**src/rtl/filter_svf_pkg.sv**
```systemverilog
// filter_svf_pkg: shared constants, mode codes and FSM encoding for the multi-channel SVF
package filter_svf_pkg;
  localparam int F_FRAC = 17;
  localparam int Q1_FRAC = 16;
  localparam int COEF_W = 18;
  localparam logic [COEF_W-1:0] Q1_RESET = 18'h10000;
  typedef enum logic [1:0] {SVF_LOW, SVF_BAND, SVF_HIGH, SVF_NOTCH} svf_mode_e;
  typedef enum logic [2:0] {IDLE, MUL_LOW, MUL_HIGH, MUL_BAND, WRITE} state_e;
endpackage

```
**src/rtl/filter_svf_mc_if.sv**
```systemverilog
// filter_svf_mc_if: config, input stream and result bundle of the multi-channel SVF
interface filter_svf_mc_if
  import filter_svf_pkg::*;
#(
  parameter int DATA_BITS = 12,
  parameter int CHANNELS = 4
);
  localparam int CW = $clog2(CHANNELS);
  logic cfg_we;
  logic [CW-1:0] cfg_chan;
  logic [COEF_W-1:0] cfg_f;
  logic [COEF_W-1:0] cfg_q1;
  logic [1:0] cfg_mode;
  logic in_valid;
  logic in_ready;
  logic [CW-1:0] in_chan;
  logic signed [DATA_BITS-1:0] in_sample;
  logic out_valid;
  logic [CW-1:0] out_chan;
  logic signed [DATA_BITS-1:0] out_sample;
  logic signed [DATA_BITS-1:0] out_low;
  logic signed [DATA_BITS-1:0] out_band;
  logic signed [DATA_BITS-1:0] out_high;
  logic signed [DATA_BITS-1:0] out_notch;
  modport master (
    output cfg_we, cfg_chan, cfg_f, cfg_q1, cfg_mode, in_valid, in_chan, in_sample,
    input in_ready, out_valid, out_chan, out_sample, out_low, out_band, out_high, out_notch
  );
  modport slave (
    input cfg_we, cfg_chan, cfg_f, cfg_q1, cfg_mode, in_valid, in_chan, in_sample,
    output in_ready, out_valid, out_chan, out_sample, out_low, out_band, out_high, out_notch
  );
endinterface

```
**src/rtl/filter_svf_sat.sv**
```systemverilog
// filter_svf_sat: signed width reduction, clamping when FILTER_SVF_MC_SATURATE_EN is defined, wrapping otherwise
module filter_svf_sat #(
  parameter int IW = 17,
  parameter int OW = 16
) (
  input  logic signed [IW-1:0] d_i,
  output logic signed [OW-1:0] q_o
);
`ifdef FILTER_SVF_MC_SATURATE_EN
  logic [IW-OW:0] hi;
  logic ovf;
  // clamp when the dropped bits are not a pure sign extension
  always_comb begin
    hi = d_i[IW-1:OW-1];
    ovf = !((&hi) || !(|hi));
    q_o = ovf ? (d_i[IW-1] ? {1'b1, {(OW-1){1'b0}}} : {1'b0, {(OW-1){1'b1}}}) : OW'(d_i);
  end
`else
  assign q_o = OW'(d_i);
`endif
endmodule

```
**src/rtl/filter_svf_mc.sv**
```systemverilog
// filter_svf_mc: time-multiplexed multi-channel Chamberlin SVF, one shared multiplier (FILTER_SVF_MC_SATURATE_EN selects clamping)
module filter_svf_mc
  import filter_svf_pkg::*;
#(
  parameter int DATA_BITS = 12,
  parameter int CHANNELS = 4,
  parameter int GUARD_BITS = 4
) (
  input logic clk,
  input logic rst_n,
  filter_svf_mc_if.slave bus
);
  localparam int SW = DATA_BITS + GUARD_BITS;
  localparam int SW1 = SW + 1;
  localparam int PW = SW + COEF_W + 1;
  localparam int CW = $clog2(CHANNELS);
  state_e state_q, state_d;
  logic [COEF_W-1:0] f_cfg_q [CHANNELS];
  logic [COEF_W-1:0] q1_cfg_q [CHANNELS];
  logic [1:0] mode_cfg_q [CHANNELS];
  logic signed [SW-1:0] low_st_q [CHANNELS];
  logic signed [SW-1:0] band_st_q [CHANNELS];
  logic [COEF_W-1:0] f_q, q1_q, mul_c;
  logic [1:0] mode_q;
  logic [CW-1:0] chan_q;
  logic signed [SW-1:0] in_q, low_q, band_q, high_q, notch_q, mul_a, acc_r, notch_r;
  logic signed [PW-1:0] prod;
  logic signed [SW1-1:0] term, acc_sum, notch_sum;
  logic signed [DATA_BITS-1:0] o_low, o_band, o_high, o_notch, o_sel;
  logic out_valid_q;
  logic [CW-1:0] out_chan_q;
  logic signed [DATA_BITS-1:0] out_sample_q, out_low_q, out_band_q, out_high_q, out_notch_q;
  logic accept, chan_ok, cfg_ok;

  assign bus.in_ready = rst_n && state_q == IDLE;
  assign bus.out_valid = out_valid_q;
  assign bus.out_chan = out_chan_q;
  assign bus.out_sample = out_sample_q;
  assign bus.out_low = out_low_q;
  assign bus.out_band = out_band_q;
  assign bus.out_high = out_high_q;
  assign bus.out_notch = out_notch_q;

  // handshake decode, shared multiplier operand steering and the per-state sum
  always_comb begin
    accept = bus.in_valid && bus.in_ready;
    chan_ok = 32'(bus.in_chan) < CHANNELS;
    cfg_ok = bus.cfg_we && 32'(bus.cfg_chan) < CHANNELS;
    mul_a = state_q == MUL_BAND ? high_q : band_q;
    mul_c = state_q == MUL_HIGH ? q1_q : f_q;
    prod = PW'(mul_a) * PW'($signed({1'b0, mul_c}));
    term = SW1'(prod >>> (state_q == MUL_HIGH ? Q1_FRAC : F_FRAC));
    acc_sum = state_q == MUL_HIGH ? SW1'(in_q) - SW1'(low_q) - term
            : (state_q == MUL_BAND ? SW1'(band_q) : SW1'(low_q)) + term;
    notch_sum = SW1'(high_q) + SW1'(low_q);
    o_sel = mode_q == SVF_BAND ? o_band : mode_q == SVF_HIGH ? o_high : mode_q == SVF_NOTCH ? o_notch : o_low;
  end

  filter_svf_sat #(.IW(SW1), .OW(SW)) u_sat_acc (.d_i(acc_sum), .q_o(acc_r));
  filter_svf_sat #(.IW(SW1), .OW(SW)) u_sat_notch (.d_i(notch_sum), .q_o(notch_r));
  filter_svf_sat #(.IW(SW), .OW(DATA_BITS)) u_out_low (.d_i(low_q), .q_o(o_low));
  filter_svf_sat #(.IW(SW), .OW(DATA_BITS)) u_out_band (.d_i(band_q), .q_o(o_band));
  filter_svf_sat #(.IW(SW), .OW(DATA_BITS)) u_out_high (.d_i(high_q), .q_o(o_high));
  filter_svf_sat #(.IW(SW), .OW(DATA_BITS)) u_out_notch (.d_i(notch_q), .q_o(o_notch));

  // sequence IDLE -> MUL_LOW -> MUL_HIGH -> MUL_BAND -> WRITE; bad channels are swallowed in IDLE
  always_comb begin
    state_d = state_q;
    state_d = state_q == IDLE ? (accept && chan_ok ? MUL_LOW : IDLE)
            : state_q == MUL_LOW ? MUL_HIGH
            : state_q == MUL_HIGH ? MUL_BAND
            : state_q == MUL_BAND ? WRITE : IDLE;
  end

  // FSM state register
  always_ff @(posedge clk or negedge rst_n) begin
    if (!rst_n) state_q <= IDLE;
    else state_q <= state_d;
  end

  // per-channel coefficient registers; an accept in the same cycle still sees the old values
  always_ff @(posedge clk or negedge rst_n) begin
    if (!rst_n) begin
      for (int i = 0; i < CHANNELS; i++) begin
        f_cfg_q[i] <= '0;
        q1_cfg_q[i] <= Q1_RESET;
        mode_cfg_q[i] <= SVF_LOW;
      end
    end else if (cfg_ok) begin
      f_cfg_q[bus.cfg_chan] <= bus.cfg_f;
      q1_cfg_q[bus.cfg_chan] <= bus.cfg_q1;
      mode_cfg_q[bus.cfg_chan] <= bus.cfg_mode;
    end
  end

  // working registers, channel state write-back and result registers
  always_ff @(posedge clk or negedge rst_n) begin
    if (!rst_n) begin
      for (int i = 0; i < CHANNELS; i++) begin
        low_st_q[i] <= '0;
        band_st_q[i] <= '0;
      end
      f_q <= '0;
      q1_q <= '0;
      mode_q <= '0;
      chan_q <= '0;
      in_q <= '0;
      low_q <= '0;
      band_q <= '0;
      high_q <= '0;
      notch_q <= '0;
      out_valid_q <= 1'b0;
      out_chan_q <= '0;
      out_sample_q <= '0;
      out_low_q <= '0;
      out_band_q <= '0;
      out_high_q <= '0;
      out_notch_q <= '0;
    end else begin
      out_valid_q <= state_q == WRITE;
      if (accept && chan_ok) begin
        chan_q <= bus.in_chan;
        in_q <= SW'(bus.in_sample);
        f_q <= f_cfg_q[bus.in_chan];
        q1_q <= q1_cfg_q[bus.in_chan];
        mode_q <= mode_cfg_q[bus.in_chan];
        low_q <= low_st_q[bus.in_chan];
        band_q <= band_st_q[bus.in_chan];
      end
      if (state_q == MUL_LOW) low_q <= acc_r;
      if (state_q == MUL_HIGH) high_q <= acc_r;
      if (state_q == MUL_BAND) begin
        band_q <= acc_r;
        notch_q <= notch_r;
      end
      if (state_q == WRITE) begin
        low_st_q[chan_q] <= low_q;
        band_st_q[chan_q] <= band_q;
        out_chan_q <= chan_q;
        out_sample_q <= o_sel;
        out_low_q <= o_low;
        out_band_q <= o_band;
        out_high_q <= o_high;
        out_notch_q <= o_notch;
      end
    end
  end
endmodule

```
**src/flat_wrapper.sv**
```systemverilog
// flat-port wrapper written by rule: the top's interface ports become plain ports
module filter_svf_mc_flat import filter_svf_pkg::*;
#(
  parameter int DATA_BITS = 12,
  parameter int CHANNELS = 4,
  parameter int GUARD_BITS = 4
)
  (clk, rst_n, bus_cfg_we, bus_cfg_chan, bus_cfg_f, bus_cfg_q1, bus_cfg_mode, bus_in_valid, bus_in_chan, bus_in_sample, bus_in_ready, bus_out_valid, bus_out_chan, bus_out_sample, bus_out_low, bus_out_band, bus_out_high, bus_out_notch);
  filter_svf_mc_if #(.DATA_BITS(DATA_BITS), .CHANNELS(CHANNELS)) bus_i ();
  input logic clk;
  input logic rst_n;
  input wire logic [$bits(bus_i.cfg_we)-1:0] bus_cfg_we;
  input wire logic [$bits(bus_i.cfg_chan)-1:0] bus_cfg_chan;
  input wire logic [$bits(bus_i.cfg_f)-1:0] bus_cfg_f;
  input wire logic [$bits(bus_i.cfg_q1)-1:0] bus_cfg_q1;
  input wire logic [$bits(bus_i.cfg_mode)-1:0] bus_cfg_mode;
  input wire logic [$bits(bus_i.in_valid)-1:0] bus_in_valid;
  input wire logic [$bits(bus_i.in_chan)-1:0] bus_in_chan;
  input wire logic [$bits(bus_i.in_sample)-1:0] bus_in_sample;
  output wire logic [$bits(bus_i.in_ready)-1:0] bus_in_ready;
  output wire logic [$bits(bus_i.out_valid)-1:0] bus_out_valid;
  output wire logic [$bits(bus_i.out_chan)-1:0] bus_out_chan;
  output wire logic [$bits(bus_i.out_sample)-1:0] bus_out_sample;
  output wire logic [$bits(bus_i.out_low)-1:0] bus_out_low;
  output wire logic [$bits(bus_i.out_band)-1:0] bus_out_band;
  output wire logic [$bits(bus_i.out_high)-1:0] bus_out_high;
  output wire logic [$bits(bus_i.out_notch)-1:0] bus_out_notch;
  assign bus_i.cfg_we = bus_cfg_we;
  assign bus_i.cfg_chan = bus_cfg_chan;
  assign bus_i.cfg_f = bus_cfg_f;
  assign bus_i.cfg_q1 = bus_cfg_q1;
  assign bus_i.cfg_mode = bus_cfg_mode;
  assign bus_i.in_valid = bus_in_valid;
  assign bus_i.in_chan = bus_in_chan;
  assign bus_i.in_sample = bus_in_sample;
  assign bus_in_ready = bus_i.in_ready;
  assign bus_out_valid = bus_i.out_valid;
  assign bus_out_chan = bus_i.out_chan;
  assign bus_out_sample = bus_i.out_sample;
  assign bus_out_low = bus_i.out_low;
  assign bus_out_band = bus_i.out_band;
  assign bus_out_high = bus_i.out_high;
  assign bus_out_notch = bus_i.out_notch;
  filter_svf_mc #(.DATA_BITS(DATA_BITS), .CHANNELS(CHANNELS), .GUARD_BITS(GUARD_BITS)) u_core (.clk(clk), .rst_n(rst_n), .bus(bus_i));
endmodule
```
**config.mk**
```make
export PLATFORM = sky130hd
export DESIGN_NAME = filter_svf_mc_flat
export DESIGN_NICKNAME = d
export VERILOG_FILES = /design/src/rtl/filter_svf_pkg.sv /design/src/rtl/filter_svf_mc_if.sv /design/src/rtl/filter_svf_sat.sv /design/src/rtl/filter_svf_mc.sv /design/src/flat_wrapper.sv
export SDC_FILE = /design/constraint.sdc
export NUM_CORES = 2
export LEC_CHECK = 0
export CAP_MARGIN = 20
export CORE_ASPECT_RATIO = 0.9
export CORE_UTILIZATION = 52
export DETAILED_ROUTE_END_ITERATION = 10
export PLACE_DENSITY = 0.7
export SLEW_MARGIN = 20
export SYNTH_ARGS = -nofsm -noshare
export SYNTH_HDL_FRONTEND = slang
export SYNTH_SLANG_ARGS = --single-unit
```
**constraint.sdc**
```tcl
create_clock -name clk -period 16.7 [get_ports clk]
set_input_delay 4.175 -clock clk [delete_from_list [all_inputs] [get_ports clk]]
set_output_delay 4.175 -clock clk [all_outputs]
set_load 0.05 [all_outputs]
```
==> impl_metrics.json <==
{
  "status": "complete, but fails checks",
  "violations": "design-rule violations",
  "vias": 21807,
  "path_class": "reg2reg",
  "maxSlewHeadroom_pct": 22.88,
  "yosysMostFrequentCell": "nand2_1",
  "drive_gt1_share_pct": 19.79,
  "cts_buffers": 46,
  "required_ns": 17.24,
  "finalNetCount": 3390,
  "wl_um": 81910,
  "layout_worst_path_cycle_share_pct": 72.27,
  "post-route-util_pct": 59.46,
  "overflow": 0,
  "setup_slack_ns": 4.631,
  "cts_hold_buf": 0,
  "synth_edf_count": 0,
  "cts_buffer_depth": 3,
  "arrival_ns": 12.60,
  "h-tree-depth": 2,
  "end_kind": "flop",
  "ys_top_cells_by_area": "dfrtp_1 (36%), fa_1 (15%), mux2_2 (12%)",
  "min_to": "u_core.low_st_q[1]",
  "hp-class": "reg2reg",
  "holdCritStartpoint": "u_core.low_st_q[1]",
  "wl_per_cell_um": 21.83,
  "io_pins": 122,
  "fin_crit_ns": 12.07,
  "syn-cell-area_sq_mm": 0.03134,
  "timing.rr.start": "u_core.state_q[2]",
  "die_x_um": 260.8,
  "slowest_stage": "nand3b_1",
  "postRouteAntennaNets": 0,
  "cts_sinks": 458,
  "grt_pass1_wl_um": 132500,
  "path_clk_slew_ns": 0.06,
  "hold_depth": 2,
  "post_cts_buffers": 0,
  "rows": 84,
  "critical_path.max_stage_delay_ns": 0.74,
  "drv_cap": 0,
  "yosys_warnings": 0,
  "rsz0062_at_grt": "false",
  "place_ws_ns": 4.785,
  "firstDrtPassIters": 8,
  "avgSynthCellArea_sq_um": 11.01,
  "fin_skew_ns": 0.02253,
  "synth_nets": 3296,
  "synth-async-reset-ratio_pct": 100.0,
  "chipHeight_um": 234.9,
  "report.final.slew_viol_count": 0,
  "rrSetupSlack_ns": 4.63,
  "synthCells": 2847,
  "port-buffer-count": 121,
  "r2r_cells": 38,
  "cts_tree": "yes",
  "synth.distinct_cells": 74,
  "area_growth_pct": 11.87,
  "n_fill_cell": 4714,
  "yosysSeqAreaShare_pct": 36.59,
  "ctsResizeCount": 0,
  "timing.rr.end": "u_core.high_q[14]",
  "max_freq_ghz": 0.08286,
  "clk_latency_ns": 0.61,
  "tightest_slew_ns": 1.156,
  "die_area_sq_mm": 0.06125,
  "startpoint_type": "flop",
  "first_global_vias": 23654,
  "antenna_found_initial": 3,
  "grt_use_total_pct": 27.97,
  "hold_viol": 0,
  "clock-root-buffer": "clkbuf_16",
  "synth_top_area_cell": "dfrtp_1",
  "setup-violations-final": 0,
  "dp.final_hpwl_um": 59390,
  "timing.hold.ws_ns": 0.4793,
  "gp_congestion": 0.9408,
  "synth_top_area_share_pct": 36.25,
  "ys_ff_latch": 458,
  "cpMostUsedCell": "fa_1",
  "via_per_inst": 5.811,
  "start_util_pct": 53.15,
  "netlist_top_cells_count": "nand2_1 (479), dfrtp_1 (454), mux2_2 (342), inv_1 (335), fa_1 (236)",
  "drt_iter0_drc": 1591,
  "core_area_sq_mm": 0.05896,
  "setup_tns_ns": 0,
  "grt_max_degree": 202,
  "route.detailed.drc": 12,
  "cp_max_fo": 50,
  "synth_ff_type": "dfrtp_1"
}
==> registers in the layout, indices dropped and copies added (netlist names), 16 cells and up <==
signal and cells:
u_core.band_q 16, u_core.band_st_q 64, u_core.f_cfg_q 72, u_core.f_q 18, u_core.high_q 16, u_core.low_q 16, u_core.low_st_q 64, u_core.q1_cfg_q 72
u_core.q1_q 18
==> placed cells by master (no fill, tap or decap), types with 8 or more instances in the layout <==
cell / instances
nor2_1: 186
xnor2_1: 36
a21oi_1: 41
buf_4: 51
ha_1: 155
clkdlybuf4s50_1: 118
o22ai_1: 9
dfrtp_1: 454
fa_1: 236
inv_1: 335
and3_1: 10
clkbuf_16: 46
mux4_2: 82
nand3_1: 11
mux2_2: 342
nor3_1: 12
a22oi_1: 18
clkinv_2: 12
clkbuf_1: 13
o21ai_1: 8
mux2i_1: 32
xor2_1: 18
o21bai_1: 13
a22o_1: 12
a211oi_1: 8
nand2_1: 478
o21ai_0: 61
or3_1: 8
a21o_1: 31
a31oi_1: 9
==> cell type report <==
type / instances / area [sq um] / share of cell area [%]
clock buffer: 65 / 1282 / 3.658
antenna: 2 / 5.005 / 0.01428
tap: 774 / 968.4 / 2.763
clock inverter: 19 / 229.0 / 0.6532
inverter: 336 / 1261 / 3.598
multi-input combinational: 1925 / 18160 / 51.81
sequential: 458 / 11470 / 32.71
timing repair buffer: 174 / 1682 / 4.797
==> cell families (layout without fill, tap and decap cells) <==
| logic type | count (synthesis) | count (layout) | share of synthesized area, % |
|---|---|---|---|
| and+or+nand+nor | 758 | 758 | 9.846 |
| buffers and inverters | 464 | 594 | 5.594 |
| muxes | 460 | 460 | 19.41 |
| DFF | 458 | 458 | 36.59 |
| adders and majority gates | 392 | 392 | 21.30 |
| AOI/OAI and AO/OA | 259 | 259 | 5.594 |
| xor gates and xnor gates | 56 | 56 | 1.661 |
| other | 0 | 2 | 0 |
==> worst max-delay path: cells and delay by family, from the launching register on <==
| kind | cells | cell delay, ns |
|---|---|---|
| AND/OR/NAND/NOR | 10 | 2.82 |
| XOR/XNOR | 1 | 0.19 |
| adder cells (fa/ha/maj) | 10 | 4.56 |
| flip-flops | 1 | 0.47 |
| AO/OA/AOI/OAI | 13 | 2.52 |
| buffers and inverters | 4 | 1.36 |
==> per-layer routing <==
metal	up-vias	routed length, um	track usage, %	share of wire, %
met4	4	2146	7.939	2.6
met2	715	37910	43.88	46
met3	146	5888	4.876	7.2
li1	9642	-	-	-
met5	-	27	0	0.033
met1	11300	35940	39.98	44
==> worst max path at each step <==
stage	start	to	slack (ns)	cells past startpoint
2_1_floorplan	rst_n	bus_in_ready	6.64	1
3_3_place_gp	u_core.state_q[2]	u_core.high_q[14]	5.11	38
3_5_place_dp	u_core.state_q[2]	u_core.high_q[14]	4.79	38
4_1_cts	u_core.state_q[2]	u_core.high_q[14]	4.73	38
5_1_grt	u_core.state_q[2]	u_core.high_q[14]	3.86	38
6_report	u_core.state_q[2]	u_core.high_q[14]	4.63	38
==> through the flow <==
step	instances	cell area (sq um)
final	3753	35060
after detailed placement	3665	33480
after CTS	3749	35000
after global routing	3751	35050
after floorplan	2847	31340
after global placement	3664	33450
Power is left out: the tool's default activity adds up to more than one toggle a clock period on the data nets, which glitch-free logic cannot reach.
==> RTL edit 1 (config.mk and constraints unchanged) <==
The option `FILTER_SVF_MC_SATURATE_EN` is turned on by a define.
--- a/src/rtl/filter_svf_sat.sv
+++ b/src/rtl/filter_svf_sat.sv
@@ -1,2 +1,4 @@
 // filter_svf_sat: signed width reduction, clamping when FILTER_SVF_MC_SATURATE_EN is defined, wrapping otherwise
+`define FILTER_SVF_MC_SATURATE_EN
+
 module filter_svf_sat #(
Behaviour: no difference found for any inputs over 4 cycles, from zero or initial values and one cycle with rst_n low; that may be too few to reach the edited logic, so the function may still have changed.
==> RTL edit 1 against the original RTL <==
  * Via count up 14%
  * Area after synthesis grew 6.6%
  * Wire length increased by 19%
  * Design area increased by 6.1%
  * Sequential cell count grew 4
  * Worst setup slack got worse by 0.76 ns
  * Critical endpoint is now u_core.band_q[0]$_DFFE_PN0P_
Power is left out: the tool's default activity adds up to more than one toggle a clock period on the data nets, which glitch-free logic cannot reach.
==> RTL edit 1: results (changes against the original RTL) <==
- Synth area leaders: dfrtp_1 (34%), fa_1 (14%), mux2_2 (11%), ha_1 (6.3%), nand2_1 (5.3%) (was dfrtp_1 (36%), fa_1 (15%), mux2_2 (12%), ha_1 (6.2%), mux4_2 (5.9%))
- Layout cells sized above 1: 17.6% (was 19.8%)
- Iter 0 DRT Violations: 2402 (was 1591)
- M1 GR Usage: 44.4% (was 40.0%)
- DP Area: 35500 µm² (was 33500 µm²)
- CP max stage delay: 0.62 ns (was 0.74 ns)
- Skew final: 0.0199 ns (was 0.0225 ns)
- DR vias: 24900 (was 21800)
- CP arrival: 13.29 ns (was 12.60 ns)
- Largest net degree at the start of global routing: 92 (was 202)
- Status: completed (was finished, violations left)
- Cell variety after synth: 82 (was 74)
- List of most frequent post-synthesis cells: nand2_1 (475), dfrtp_1 (458), inv_1 (347) (was nand2_1 (479), dfrtp_1 (454), mux2_2 (342))
- Seq/Total Area, Yosys: 34.6% (was 36.6%)
- Worst slack, placed: 4.27 ns (was 4.79 ns)
- Fmax achieved: 0.0779 GHz (was 0.0829 GHz)
- Global-route met3 utilization: 6.73% (was 4.88%)
- First-pass GRT wire length: 152000 µm (was 132000 µm)
- Post-layout net count: 3744 (was 3390)
- Fillers: 5229 (was 4714)
- Gr usage total: 30.3% (was 28.0%)
- Detail Placement HPWL: 72300 µm (was 59400 µm)
- Num CTS Buffers: 49 (was 46)
- Least-Margin Pin Slew: 1.11 ns (was 1.16 ns)
- Post-Syn Nets: 3680 (was 3296)
- Synth warnings: 0 (unchanged)
- Final Wtd Congestion: 0.989 (was 0.941)
- Initial antenna violation count: 2 (was 3)
- Slowest CP cell: a21oi_2 (was nand3b_1)
- Drt first pass iters: 5 (was 8)
- CP max FO: 55 (was 50)
- DR WL/cell: 23.3 µm (was 21.8 µm)
- GR Util met2: 45.0% (was 43.9%)
-- RTL edit 1: cell count changes after synthesis, moves of 17 or more --
| cell | change |
|---|---|
| a21oi_1 | +82 |
| a22oi_1 | +17 |
| clkbuf_1 | +26 |
| mux2_2 | -21 |
| o21ai_0 | +104 |
| o31ai_1 | +22 |
-- RTL edit 1: critical path, delay by kind of cell, from the launching register on --
kind	cells	cell delay, ns
XOR/XNOR	1	0.08
AND/OR/NAND/NOR	8	1.33
AO/OA/AOI/OAI	17	5.04
buffers and inverters	7	1.54
adder cells (fa/ha/maj)	9	4.15
flip-flops	1	0.46
-- RTL edit 1: metal layers --
metal / wire, µm / part of all wire [%]
met3: 8870 / 9.1
met1: 42500 / 44
met5: 11 / 0.011
met4: 2630 / 2.7
met2: 43200 / 44
-- RTL edit 1: area by class of cell --
| type | count | share of cell area (%) |
|---|---|---|
| Timing Repair Buffer | 178 | 4.44 |
| Inverter | 348 | 3.52 |
| Sequential cell | 462 | 31.1 |
| Multi-Input combinational cell | 2242 | 53.5 |
| Clock inverter | 19 | 0.743 |
| Tap cell | 845 | 2.84 |
| Antenna cell | 1 | 0.00673 |
| Clock buffer | 72 | 3.82 |
-- RTL edit 1: path summary, 6_finish.rpt --
path,cells after the start,startpoint,end,slack (ns)
worst min-delay path,2,u_core.bus.out_notch[3]$_DFFE_PN0P_,u_core.bus.out_notch[3]$_DFFE_PN0P_,0.47
max in group asynchronous,3,rst_n,u_core.notch_q[3]$_DFFE_PN0P_,11.12
worst max-delay path,42,u_core.state_q[2]$_DFF_PN0_,u_core.band_q[0]$_DFFE_PN0P_,3.87
worst max register to register,42,u_core.state_q[2]$_DFF_PN0_,u_core.band_q[0]$_DFFE_PN0P_,3.87
min in group asynchronous,1,rst_n,u_core.low_st_q[21]$_DFFE_PN0P_,3.55
worst min register to register,2,u_core.bus.out_notch[3]$_DFFE_PN0P_,u_core.bus.out_notch[3]$_DFFE_PN0P_,0.47
-- RTL edit 1: stage by stage --
| step | instances | utilization (%) | hold WS [ns] |
|---|---|---|---|
| after floorplan | 3217 | - | 0.445 |
| after global placement | 4073 | 56.3 | 0.456 |
| after detailed placement | 4074 | 56.3 | 0.463 |
| after CTS | 4165 | 59.0 | 0.477 |
| after global routing | 4166 | 59.0 | 0.496 |
| final | 4167 | 59.0 | 0.475 |
-- RTL edit 1: cell families after synthesis --
kind of cell | Yosys count | synth area share (%)
compound gates | 501 | 9.43
xor+xnor | 62 | 1.68
fa+ha+maj | 420 | 21.0
buf+inv | 513 | 5.90
flops | 462 | 34.6
mux | 434 | 17.1
simple gates | 825 | 10.3
==> RTL edit 2 (config.mk and constraints unchanged) <==
Made on the original files. Re-encode `state_e` (5 states) as one-hot, 5 bits wide.
--- a/src/rtl/filter_svf_pkg.sv
+++ b/src/rtl/filter_svf_pkg.sv
@@ -7,3 +7,3 @@
   typedef enum logic [1:0] {SVF_LOW, SVF_BAND, SVF_HIGH, SVF_NOTCH} svf_mode_e;
-  typedef enum logic [2:0] {IDLE, MUL_LOW, MUL_HIGH, MUL_BAND, WRITE} state_e;
+  typedef enum logic [4:0] {IDLE = 5'b00001, MUL_LOW = 5'b00010, MUL_HIGH = 5'b00100, MUL_BAND = 5'b01000, WRITE = 5'b10000} state_e;
 endpackage
Check against the original RTL: no difference found for any inputs over 4 cycles, from zero or initial values and one cycle with rst_n low; so few cycles prove little.
==> RTL edit 2 against the original RTL <==
  * Wire length increased by 3.0%
  * Area after synthesis grew 1.0%
  * Maximum frequency is 1.6% higher
  * Synthesized cell count rose by 5.7%
  * Final cell count rose by 4.4%
  * Worst hold slack got worse by 0.0065 ns
  * Worst setup slack improved by 0.19 ns
  * Critical endpoint is now u_core.high_q[12]$_DFFE_PN0P_
  * Sequential cell count increased by 2
  * Global-route usage increased by 0.23 points
  * Design area increased by 0.86%
Power is left out: it rests on default switching activity, and per cell area and clock period it moved more than threefold.
==> RTL edit 2: results (changes against the original RTL) <==
- Status: completed (was finished, violations left)
- M1 GR Usage: 40.2% (was 40.0%)
- Hold Path End: u_core.bus.out_high[10]$_DFFE_PN0P_ (was u_core.low_st_q[1]$_DFFE_PN0P_)
- Metal2 WL: 39700 µm (was 37900 µm)
- DR vias: 22600 (was 21800)
- Max Used Layer: met4 (was met5)
- GR Util met2: 44.3% (was 43.9%)
- Fillers: 4951 (was 4714)
- Post-Syn Nets: 3459 (was 3296)
- Slowest CP cell: mux2i_1 (was nand3b_1)
- First-pass GRT wire length: 135000 µm (was 132000 µm)
- Num CTS Buffers: 48 (was 46)
- Layout cells sized above 1: 17.6% (was 19.8%)
- Wl on met1: 36800 µm (was 35900 µm)
- Final Wtd Congestion: 0.965 (was 0.941)
- Initial antenna violation count: 1 (was 3)
- R2r startpoint: u_core.state_q[1]$_DFF_PN0_ (was u_core.state_q[2]$_DFF_PN0_)
- Final core occ: 58.9% (was 59.5%)
- FF-to-FF End: u_core.high_q[12]$_DFFE_PN0P_ (was u_core.high_q[14]$_DFFE_PN0P_)
- Cell variety after synth: 90 (was 74)
- Seq/Total Area, Yosys: 36.4% (was 36.6%)
- Period utilization: 71.1% (was 72.3%)
- Critical Path End: u_core.high_q[12]$_DFFE_PN0P_ (was u_core.high_q[14]$_DFFE_PN0P_)
- R2R depth: 42 (was 38)
- CP startpoint: u_core.state_q[1]$_DFF_PN0_ (was u_core.state_q[2]$_DFF_PN0_)
- Mapped Cells: 3010 (was 2847)
- Reg2reg setup slack: 4.82 ns (was 4.63 ns)
- Vias in the first global route: 24100 (was 23700)
- CP arrival: 12.33 ns (was 12.60 ns)
- Least-Margin Pin Slew: 1.15 ns (was 1.16 ns)
- Skew final: 0.0253 ns (was 0.0225 ns)
- Iter 0 DRT Violations: 1829 (was 1591)
- Layout Cells excl Fill: 3917 (was 3753)
- Drt first pass iters: 7 (was 8)
- DR WL/cell: 21.5 µm (was 21.8 µm)
- List of most frequent post-synthesis cells: nand2_1 (646), dfrtp_1 (455), inv_1 (330) (was nand2_1 (479), dfrtp_1 (454), mux2_2 (342))
- Hold path startpoint: u_core.bus.out_high[10]$_DFFE_PN0P_ (was u_core.low_st_q[1]$_DFFE_PN0P_)
- Largest net degree at the start of global routing: 181 (was 202)
- Routed wl met3: 5640 µm (was 5890 µm)
- Post-layout net count: 3543 (was 3390)
-- RTL edit 2: layout make-up --
cell class              count  area share (%)
repair buffers            170            4.50
diodes                      1         0.00708
inverters                 335            3.56
multi-input cells        2079            51.9
clock inverters            18           0.810
flip-flops and latches    460            32.6
clock buffers              71            3.90
well taps                 783            2.77
-- RTL edit 2: worst register-to-register path: cells and delay by family (launching register included) --
kind	cells	cell delay [ns]
compound gates	19	3.44
simple gates	6	1.25
mux	1	0.94
xor+xnor	2	0.26
flops	1	0.47
fa+ha+maj	10	4.44
buf+inv	4	0.91
-- RTL edit 2: kinds of logic after synthesis --
| family | after synthesis | share of synthesized area, % |
|---|---|---|
| compound gates | 295 | 6.09 |
| flops | 460 | 36.4 |
| buf+inv | 471 | 5.78 |
| mux | 399 | 17.0 |
| fa+ha+maj | 392 | 21.1 |
| xor+xnor | 53 | 1.47 |
| simple gates | 940 | 12.2 |
